===== src/rtl/alarm_pkg.sv =====
// Shared types and sizing helpers for the alarm arming controller.
package alarm_pkg;

  typedef enum logic [2:0] {
    DISARMED  = 3'd0,
    EXIT_DLY  = 3'd1,
    ARMED     = 3'd2,
    ENTRY_DLY = 3'd3,
    ALARM     = 3'd4
  } state_t;

  // Width needed to hold (largest cycle count - 1), never below 1 bit.
  function automatic int tmr_width(input int a, input int b, input int c, input int d);
    int mx;
    mx = a;
    if (b > mx) mx = b;
    if (c > mx) mx = c;
    if (d > mx) mx = d;
    return ($clog2(mx) < 1) ? 1 : $clog2(mx);
  endfunction

endpackage


===== src/rtl/alarm_arm_controller_edge_pulse.sv =====
// Rising-edge detector; previous value resets high so a level held through reset does not fire.
module edge_pulse (
  input  logic clk,
  input  logic rst,
  input  logic d,
  output logic p
);

  logic prev_q;

  always_ff @(posedge clk) begin
    if (rst) prev_q <= 1'b1;
    else     prev_q <= d;
  end

  assign p = d & ~prev_q;

endmodule


===== src/rtl/alarm_arm_controller.sv =====
// Arming controller: exit/entry delays, time-limited siren, code disarm and wrong-code lockout.
module alarm_arm_controller
  import alarm_pkg::*;
#(
  parameter int         EXIT_CYCLES  = 16,
  parameter int         ENTRY_CYCLES = 16,
  parameter int         SIREN_CYCLES = 64,
  parameter int         LOCK_CYCLES  = 32,
  parameter int         MAX_TRIES    = 3,
  parameter logic [3:0] CODE         = 4'hA
) (
  input  logic       clk,
  input  logic       rst,
  input  logic       arm,
  input  logic       enter,
  input  logic [3:0] code,
  input  logic       trip,
  output logic       m,
  output logic       siren,
  output logic       led_armed,
  output logic       led_delay,
  output logic       led_lock
);

  localparam int TW  = tmr_width(EXIT_CYCLES, ENTRY_CYCLES, SIREN_CYCLES, LOCK_CYCLES);
  localparam int TRW = ($clog2(MAX_TRIES + 1) < 1) ? 1 : $clog2(MAX_TRIES + 1);

  localparam logic [TW-1:0]  EXIT_LD  = TW'(EXIT_CYCLES - 1);
  localparam logic [TW-1:0]  ENTRY_LD = TW'(ENTRY_CYCLES - 1);
  localparam logic [TW-1:0]  SIREN_LD = TW'(SIREN_CYCLES - 1);
  localparam logic [TW-1:0]  LOCK_LD  = TW'(LOCK_CYCLES - 1);
  localparam logic [TRW-1:0] TRY_MAX  = TRW'(MAX_TRIES);

  state_t         state_q, state_d;
  logic [TW-1:0]  tmr_q, tmr_d;
  logic [TW-1:0]  ltmr_q, ltmr_d;
  logic [TRW-1:0] tries_q, tries_d;
  logic           lock_d;
  logic           m_q, siren_q, led_armed_q, led_delay_q, led_lock_q;

  logic arm_p, enter_p;
  logic ce, good, bad, active, lockout, tmr_zero;

  edge_pulse u_arm_edge   (.clk(clk), .rst(rst), .d(arm),   .p(arm_p));
  edge_pulse u_enter_edge (.clk(clk), .rst(rst), .d(enter), .p(enter_p));

  assign ce       = enter_p & ~led_lock_q;
  assign good     = ce & (code == CODE);
  assign bad      = ce & ~good;
  assign active   = (state_q == EXIT_DLY) || (state_q == ARMED) || (state_q == ENTRY_DLY);
  assign lockout  = active & bad & ((int'(tries_q) + 1) >= MAX_TRIES);
  assign tmr_zero = (tmr_q == '0);

  always_comb begin
    state_d = state_q;
    tmr_d   = tmr_q;
    tries_d = tries_q;
    lock_d  = led_lock_q;
    ltmr_d  = ltmr_q;

    // Lock timer runs independently of the main state timer.
    if (led_lock_q) begin
      if (ltmr_q == '0) lock_d = 1'b0;
      else              ltmr_d = ltmr_q - TW'(1);
    end

    if (active) begin
      if (good) begin
        tries_d = '0;
      end else if (lockout) begin
        tries_d = '0;
        lock_d  = 1'b1;
        ltmr_d  = LOCK_LD;
      end else if (bad) begin
        tries_d = (tries_q == TRY_MAX) ? tries_q : tries_q + TRW'(1);
      end
    end

    case (state_q)
      DISARMED: begin
        if (arm_p) begin
          state_d = EXIT_DLY;
          tmr_d   = EXIT_LD;
        end
      end
      EXIT_DLY: begin
        if (good) state_d = DISARMED;
        else if (lockout) begin
          state_d = ALARM;
          tmr_d   = SIREN_LD;
        end else if (tmr_zero) state_d = ARMED;
        else tmr_d = tmr_q - TW'(1);
      end
      ARMED: begin
        if (good) state_d = DISARMED;
        else if (lockout) begin
          state_d = ALARM;
          tmr_d   = SIREN_LD;
        end else if (trip) begin
          state_d = ENTRY_DLY;
          tmr_d   = ENTRY_LD;
        end
      end
      ENTRY_DLY: begin
        if (good) state_d = DISARMED;
        else if (lockout || tmr_zero) begin
          state_d = ALARM;
          tmr_d   = SIREN_LD;
        end else tmr_d = tmr_q - TW'(1);
      end
      ALARM: begin
        if (good) state_d = DISARMED;
        else if (tmr_zero) state_d = ARMED;
        else tmr_d = tmr_q - TW'(1);
      end
      default: state_d = DISARMED;
    endcase
  end

  // Outputs decode the next state so they land in the same cycle as the state change.
  always_ff @(posedge clk) begin
    if (rst) begin
      state_q     <= DISARMED;
      tmr_q       <= '0;
      ltmr_q      <= '0;
      tries_q     <= '0;
      m_q         <= 1'b0;
      siren_q     <= 1'b0;
      led_armed_q <= 1'b0;
      led_delay_q <= 1'b0;
      led_lock_q  <= 1'b0;
    end else begin
      state_q     <= state_d;
      tmr_q       <= tmr_d;
      ltmr_q      <= ltmr_d;
      tries_q     <= tries_d;
      m_q         <= (state_d == ARMED) || (state_d == ENTRY_DLY) || (state_d == ALARM);
      siren_q     <= (state_d == ALARM);
      led_armed_q <= (state_d == ARMED) || (state_d == ENTRY_DLY) || (state_d == ALARM);
      led_delay_q <= (state_d == EXIT_DLY) || (state_d == ENTRY_DLY);
      led_lock_q  <= lock_d;
    end
  end

  assign m         = m_q;
  assign siren     = siren_q;
  assign led_armed = led_armed_q;
  assign led_delay = led_delay_q;
  assign led_lock  = led_lock_q;

endmodule


===== config.mk =====
export PLATFORM = sky130hd
export DESIGN_NAME = alarm_arm_controller
export DESIGN_NICKNAME = d
export VERILOG_FILES = /design/src/rtl/alarm_pkg.sv /design/src/rtl/alarm_arm_controller_edge_pulse.sv /design/src/rtl/alarm_arm_controller.sv
export SDC_FILE = /design/constraint.sdc
export NUM_CORES = 1
export LEC_CHECK = 0
export ABC_CLOCK_PERIOD_IN_PS = 2200
export CAP_MARGIN = 30
export CORE_MARGIN = 2
export CORE_UTILIZATION = 56
export DETAILED_ROUTE_END_ITERATION = 8
export PLACE_DENSITY = 0.79
export SLEW_MARGIN = 30
export SYNTH_ARGS = -nofsm -noshare
export SYNTH_HDL_FRONTEND = slang
export SYNTH_SLANG_ARGS = --single-unit

===== constraint.sdc =====
create_clock -name clk -period 2.2 [get_ports clk]
set_clock_uncertainty 0.1 [all_clocks]
set_input_delay 0.44 -clock clk [delete_from_list [all_inputs] [get_ports clk]]
set_output_delay 0.44 -clock clk [all_outputs]
set_load 0.02 [all_outputs]

==> summary.txt <==
Detailed routing
  • ANT nets after route: 0
  • First DRT Iteration DRCs: 34
  • First-pass iteration count of the detailed router: 4
  • DR vias/cell: ~6.3
  • DR WL/cell: 15.32 um
  • Sum of routed wire length over all layers: ~3300 um
  • Routed vias: ~1400
  • DRC violations left: 0

Clock network
  • Total CTS buffers: 3
  • Postcts setup bufs: 0
  • Post_cts resized: 0
  • CTS root buf: clkbuf_4
  • CTS Hold Bufs: 0
  • CTS tree: yes
  • Clk sink count: 23
  • Worst-skew pair later-pin latency: ~0.31 ns
  • H-tree levels: 1
  • Clk buf depth: 2
  • CTS clk-pin slew, worst paths: 0.12 ns

Critical path
  • Crit path arrival time: 1.52 ns
  • Reg2Reg Depth: 7
  • Critical Path, Cell by Cell: clkdlybuf4s50_1
  • Critical path buffers and inverters: 1
  • CP max stage delay: 0.67 ns
  • Worst R2R Setup Slack: 0.16 ns
  • RR Startpoint: tries_q[0]
  • Critical-path top delay cell: clkdlybuf4s50_1
  • Levels on crit path: 1
  • CP Launch Type: register
  • Worst setup path end: led_lock
  • WP data required: 1.66 ns
  • Crit-path max FO: 8
  • Crit. End Element: output port
  • Crit Path Category: reg -> out
  • Crit path launch: led_lock
  • Critical path's top delay family: buffers and inverters
  • RR Endpoint: tmr_q[5]

Placed design
  • Placer Congestion: 0.8850
  • Area after DPL: about 1600 um^2
  • PortBufs: 13
  • Post-Place Worst Slack: -0.1004 ns
  • Post-Place Cells: 211
  • DPL Wire Length: 2533 um

Synth
  • EDFF count, synth: 0
  • Synth Warn #: 0
  • Sequential cell area fraction in the yosys report: 32.48%
  • #FFs+latches synth: 23
  • Post-synth top flop: dfxtp_1
  • Main area contributors after synthesis: dfxtp_1, a21oi_1, nor2_1, ha_1, nand2_1
  • Post-synth ARST share: 0%
  • Area leader, netlist: dfxtp_1
  • Synth Cell Area: 1418 um^2
  • Syn Inst Count: approximately 170
  • Synth unique cells: 50
  • Synth Area per Inst: 8.290 um^2
  • Synth top area share: 32.48%
  • Post-synth net total: about 190

Timing
  • Final setup vio count: 0
  • Max Fclk: 485.4 MHz
  • Worst-margin pin slew: ~0.6 ns
  • Final Cycle Share: 93.64%
  • Pins over their slew limit: 0
  • Fin. Hold Viols: 0
  • Final worst path period need: 2.060 ns
  • Setup ws final: 0.1398 ns
  • Post-route setup TNS: 0 ns
  • Final Hold Slack: just under 0.4 ns
  • Worst slew margin: 60.82%
  • RSZ-0062 raised after global routing: false

Die
  • Die height: 54.32 um
  • Initial Util: 58.28%
  • Die footprint: 2950 um^2
  • CORE AREA: 2432 um^2
  • Width of the die: 54.32 um
  • Row count: 18
  • Ports: 14

Final layout
  • Share of cells above drive strength 1: about an eighth
  • Ant diodes: 0
  • Final Non-Filler Cells: 215
  • Register area: about 460 um^2
  • Post-route cell area: between 1500 and 2000 um^2
  • Multi-input logic area: 868.3 um^2
  • FILL cells: 213
  • Layout area overhead: 12.97%
  • Most frequent cells in the layout: dfxtp_1, a21oi_1, nor2_1
  • Nets: 200
  • Commonest non-fill, non-tap cell in the layout: dfxtp_1
  • Final core occ: 65.84%

Job
  • Max cap viols: 0

Power
  • PwrDens: roughly 600 nW/um^2
  • Final Power: 957.8 uW
  • Leak: 0.5808 nW
  • Peak VDD IR: 0.0005302 V

Global routing
  • Largest net degree at the start of global routing: 13
  • First-pass GRT wire length: approximately 5600 um
  • GRT Util Overall: a little over a quarter
  • Vias in the first global route: 1317
  • Initial antenna violation count: 0
  • Aggregate global routing overflow: 0

Worst hold path
  • Hold WC Path Type: reg -> reg

Run status
  • Status: finished, final reports clean
## area by class of cell
type,count,area share [%]
tap,30,2.344
inverter,9,2.109
clock buffer,4,1.641
timing repair buffer,19,10.94
sequential,23,28.75
multi-input combinational,130,54.22
## cell usage after synthesis (2+ instances only)
master / number
xor2_1: 2
a22o_1: 2
and3_1: 4
nor3_1: 7
o21ai_1: 2
o211ai_1: 2
o22ai_1: 2
nand3_1: 5
nand2b_1: 2
buf_2: 2
or2_2: 4
clkbuf_1: 4
a21oi_1: 18
nor2_1: 18
o21a_1: 3
ha_1: 5
o21ai_0: 6
buf_6: 2
nor2b_1: 2
xnor2_1: 3
a31oi_1: 4
inv_1: 9
o31ai_1: 4
nand2_1: 11
dfxtp_1: 23
## how the worst min path moves through the flow
stage | slack, ns | start | to | cells after the start
finish | 0.39 | tries_q[1] | tries_q[1] | 2
global route | 0.44 | ltmr_q[1] | ltmr_q[1] | 2
CTS | 0.40 | tries_q[1] | tries_q[1] | 2
detailed placement | 0.38 | tries_q[1] | tries_q[1] | 2
global placement | 0.36 | tries_q[1] | tries_q[1] | 2
floorplan | 0.35 | tries_q[1] | tries_q[1] | 2
## where the power goes
part           internal [mW]  leakage [nW]  switching [mW]
clock                 0.0709        0.0150           0.126
sequential             0.440         0.187          0.0316
combinational          0.120         0.379           0.170
total                  0.631         0.581           0.327
## routing by layer
layer	vias to the layer above	GRT usage [%]	share of wire, %
li1	655	-	-
met4	0	11.25	1.5
met3	6	3.552	4.0
met5	-	0	0
met1	653	30.34	44
met2	37	47.19	50
## worst register-to-register path, stage by stage (launching register included)
cell	delay [ns]
dfxtp_1	0.40
inv_1	0.06
ha_1	0.18
or2_2	0.34
and4_4	0.23
o31ai_1	0.25
o211ai_1	0.12
a31o_2	0.25
## flip-flops by register name, indices dropped and copies added (netlist names)
signal               cells
state_q                  3
tries_q                  2
led_delay                1
u_arm_edge.prev_q        1
led_lock                 1
siren                    1
ltmr_q                   6
led_armed                1
tmr_q                    6
u_enter_edge.prev_q      1
## cell families after synthesis
logic type               synth area share (%)
AND/OR/NAND/NOR                         27.09
AO/OA/AOI/OAI                           26.66
flip-flops                              32.48
buffers and inverters                   6.266
XOR/XNOR                                3.090
adder cells (fa/ha/maj)                 4.413
(Power assumes the default switching activity.)
==> RTL change 1: new RTL, config.mk and constraints unchanged <==
Put one more register stage on the output `m`, with the module's reset. The value now appears one clock later. The other outputs are not delayed to match.
--- a/src/rtl/alarm_arm_controller.sv
+++ b/src/rtl/alarm_arm_controller.sv
@@ -142,7 +142,13 @@
     end
   end
 
-  assign m         = m_q;
+  always_ff @(posedge clk) begin
+    if (rst) begin
+      m <= '0;
+    end else begin
+      m <= m_q;
+    end
+  end
   assign siren     = siren_q;
   assign led_armed = led_armed_q;
   assign led_delay = led_delay_q;
Function: changed (Yosys sat finds a counterexample within 10 cycles, from zero or initial values and one cycle with rst high).
==> RTL change 1 against the original RTL <==
First-iteration DRC count up 2.9%; total power up 36%; routed wire length up 21%; synthesized cell count grew 0.58%; final cell count grew 10%; cell area up 18%; the run now ends with setup timing left; sequential cell count increased by 1; clock power grew 70%; synthesized area grew 1.1%; die area grew 1.1%; setup slack got worse by 0.16 ns; global-route usage up 2.4 points; combinational power rose by 62%.
==> RTL change 1: results (changes against the original RTL) <==
status:
  status: "finished with violations"
  violations: "setup timing"
drt:
  dr_wl_met3_um: 171  # +29%
  viasPerCell: 6.278  # about the same
  met2WireLength_um: 2066  # +25%
  initialDrtViolationCount: 35  # +2.9%
  wl_met1_um: 1616  # +11%
pwr:
  p_switching_mw: 0.4124  # +26%
  p_clk_frac: 0.257  # +0.052
  power_per_cell_area_nw_per_um2: 692.2  # +16%
  comb_power_mw: 0.470  # +62%
synth:
  muxShareOfSynthArea: 0.01571  # +0.01571
  syn_area_per_cell_um2: 8.336  # +0.56%
  ys_top_cells_by_count: "dfxtp_1 (24), a21oi_1 (14), nand2_1 (11), nor3_1 (11), nor2_1 (10)"
  synth-xor-area-share: 0.01832  # -0.01257
  syn-num-nets: 186  # +0.54%
  synth-compound-area-share: 0.2714  # +0.004830
  synth-seq-area-share: 0.3351  # +0.01028
critical_path:
  path_max_fanout: 5  # -3
  slowest_delay_ns: 0.53  # -0.14 ns
  critPathTopFamily: "simple AND/OR/NAND/NOR gates"
  crit_slowest_cell: "or4_4"
global_routing:
  grt_usage: 0.2849  # +0.02428
  grt_use_met2: 0.5099  # +0.03803
  grtUsageMet3: 0.04645  # +0.01093
  grt_pass1_wl_um: 6113  # +9.9%
  use_met1: 0.3250  # +0.02157
  grt_max_degree: 27  # +14
  grt_pass1_vias: 1406  # +6.8%
sta:
  fin_ws_ns: -0.02338  # -0.1632 ns
  slew_headroom: 0.6728  # +0.06460
  finalSetupViolCount: 1  # +1
  fin_tns_setup_ns: -0.02338  # -0.02338 ns
placement:
  place_area_um2: 1755  # +11%
finish:
  final_cells: 237  # +10%
cts:
  clk_pin_slew_worst_paths_ns: 0.15  # +0.03 ns
-- RTL change 1: area by class of cell --
type	instances	area, µm²
Clock buffer	3	22.52
Clock inverter	1	30.03
Fill cell	174	571.8
Inverter	5	18.77
Multi-Input combinational cell	134	955.9
Sequential cell	24	485.5
Tap cell	30	37.54
Timing Repair Buffer	40	332.8
-- RTL change 1: path summary, 6_finish.rpt --
kind                         start                     to  slack [ns]  depth (start not counted)
min reg2reg   led_armed$_SDFF_PP0_           m$_SDFF_PP0_        0.42                          1
max          tmr_q[1]$_SDFFE_PP0P_  tmr_q[5]$_SDFFE_PP0P_       -0.02                          5
max reg2reg  tmr_q[1]$_SDFFE_PP0P_  tmr_q[5]$_SDFFE_PP0P_       -0.02                          5
min           led_armed$_SDFF_PP0_           m$_SDFF_PP0_        0.42                          1
-- RTL change 1: what timing repair did --
item | CTS | global route
setup buffers | 1 | 1
hold buffers | 0 | 0
pin swaps | 0 | 1
endpoints found under the setup margin | 9 | 9
gates resized for setup | 5 | 10
==> RTL change 2: new RTL, same flow settings <==
Made on the original files. Change the parameter `SIREN_CYCLES` from 64 to 128.
--- a/src/rtl/alarm_arm_controller.sv
+++ b/src/rtl/alarm_arm_controller.sv
@@ -4,7 +4,7 @@
 #(
   parameter int         EXIT_CYCLES  = 16,
   parameter int         ENTRY_CYCLES = 16,
-  parameter int         SIREN_CYCLES = 64,
+  parameter int         SIREN_CYCLES = 128,
   parameter int         LOCK_CYCLES  = 32,
   parameter int         MAX_TRIES    = 3,
   parameter logic [3:0] CODE         = 4'hA
Function: no difference found for any inputs over 10 cycles, from zero or initial values and one cycle with rst high; that may be too few to reach the edited logic, so the function may still have changed.
==> RTL change 2 against the original RTL <==
The flow now finishes with violations (setup timing); largest power group unchanged; critical path type is now in2reg; synthesized area is 3.9% higher; sequential cell count increased by 2; highest routed layer unchanged; setup slack worse by 0.16 ns; total power up 20%; routed wire length up 19%; cell area grew 16%; global-route usage shrank 0.69 points; core utilization increased by 9.1 points.
==> RTL change 2: results (changes against the original RTL) <==
pwr:
  p_leak_nw: 0.7041  # +21%
  peakVddDrop_uv: 502.8  # -5.2%
synth:
  synth-compound-area-share: 0.2396  # -0.02696
  synth_cell_types: 48  # -4.0%
  syn-num-nets: 200  # +8.1%
  synth-xor-area-share: 0.04758  # +0.01669
  ys_top_cells_by_count: "a21oi_1 (25), dfxtp_1 (25), nor2_1 (21)"
  synthAdderAreaFrac: 0.04248  # -0.001650
  synth-seq-area-share: 0.3398  # +0.01505
  synthTopCellsByArea: "dfxtp_1 (34%), a21oi_1 (8.5%), nor2_1 (5.4%)"
cts:
  clk_pin_slew_worst_paths_ns: 0.15  # +0.03 ns
  clock_latency_ns: 0.33  # +0.02 ns
status:
  violations: "setup timing"
  status: "finished with violations"
placement:
  place.detailed.hpwl_um: 2706  # +6.8%
global_routing:
  grt_usage: 0.2537  # -0.006933
  grt_pass1_vias: 1435  # +9.0%
  grt_max_degree: 15  # +2
sta:
  finalSetupViolCount: 1  # +1
  worst_slew_pin_slew_ns: 0.5493  # -0.03718 ns
  fin_ws_ns: -0.02458  # -0.1644 ns
hold_path:
  min_path_type: "in2reg"
drt:
  initialDrtViolationCount: 46  # +35%
  firstDrtPassIters: 5  # +1
  viasPerCell: 6.004  # -4.4%
  wl_per_cell_um: 16.08  # +5.0%
finish:
  fin_nets: 229  # +14%
  drive_gt1_frac: 0.2477  # +0.1179
  fillers: 195  # -8.5%
  largestRegisters: "ltmr_q: 7 flops, tmr_q: 7 flops, state_q: 3 flops"
critical_path:
  crit_type: "in2reg"
  slowest_delay_ns: 0.47  # -0.20 ns
## RTL change 2: where the power goes
group | internal (mW) | leakage, nW | switching [mW] | total, mW
registers | 0.478 | 0.204 | 0.0262 | 0.504
logic | 0.204 | 0.482 | 0.228 | 0.432
clock network | 0.0683 | 0.0177 | 0.149 | 0.217
## RTL change 2: metrics by stage
| step | total power [mW] | instance area, µm² | std cells | setup TNS, ns |
|---|---|---|---|---|
| finish | 1.153 | 1856 | 244 | -0.02458 |
| global route | 1.212 | 1856 | 244 | -0.3131 |
| CTS | 1.093 | 1804 | 244 | 0 |
| detailed placement | 0.8578 | 1745 | 239 | -7.813 |
| global placement | 0.8446 | 1745 | 239 | -6.718 |
| floorplan | 0.7171 | 1474 | 186 | 0 |
## RTL change 2: repair_timing
| item | CTS | global route |
|---|---|---|
| setup buffers | 1 | 0 |
| gates resized for setup | 10 | 19 |
| pin swaps | 4 | 7 |
| endpoints found under the setup margin | 13 | 13 |
## RTL change 2: layout make-up
cell class	count	area, µm²	area share
Inverter	6	22.52	0.01214
Clock inverter	1	5.005	0.002697
Tap cell	30	37.54	0.02023
Multi-Input combinational cell	144	965.9	0.5206
Timing Repair Buffer	35	297.8	0.1605
Sequential cell	25	504.2	0.2717
Clock buffer	3	22.52	0.01214
## RTL change 2: worst paths after layout
path / from / to / slack (ns)
setup / recovery: code[3] / tmr_q[5]$_SDFFE_PP0P_ / -0.02
hold / removal: enter / u_enter_edge.prev_q$_SDFF_PP1_ / 0.35
setup reg to reg: tmr_q[0]$_SDFFE_PP0P_ / tmr_q[1]$_SDFFE_PP0P_ / 0.04
hold reg to reg: tries_q[1]$_SDFFE_PP0P_ / tries_q[1]$_SDFFE_PP0P_ / 0.40
## RTL change 2: layer usage
layer / GRT usage / part of all wire
met1: 0.3121 / 0.45
met4: 0.1080 / 0.021
met5: 0 / 0
met2: 0.4473 / 0.50
met3: 0.02576 / 0.037
## RTL change 2: kinds of logic after synthesis
family          after synthesis
compound gates               55
flops                        25
buf+inv                      17
mux                           1
simple gates                 75
xor+xnor                      8
fa+ha+maj                     5
## RTL change 2: worst reg2reg max path: stages, from the launching register on
cell	delay, ns
dfxtp_2	0.35
inv_2	0.07
ha_4	0.14
or4b_4	0.49
or3_4	0.46
nor3_1	0.26
o21ai_1	0.10
a21oi_1	0.13
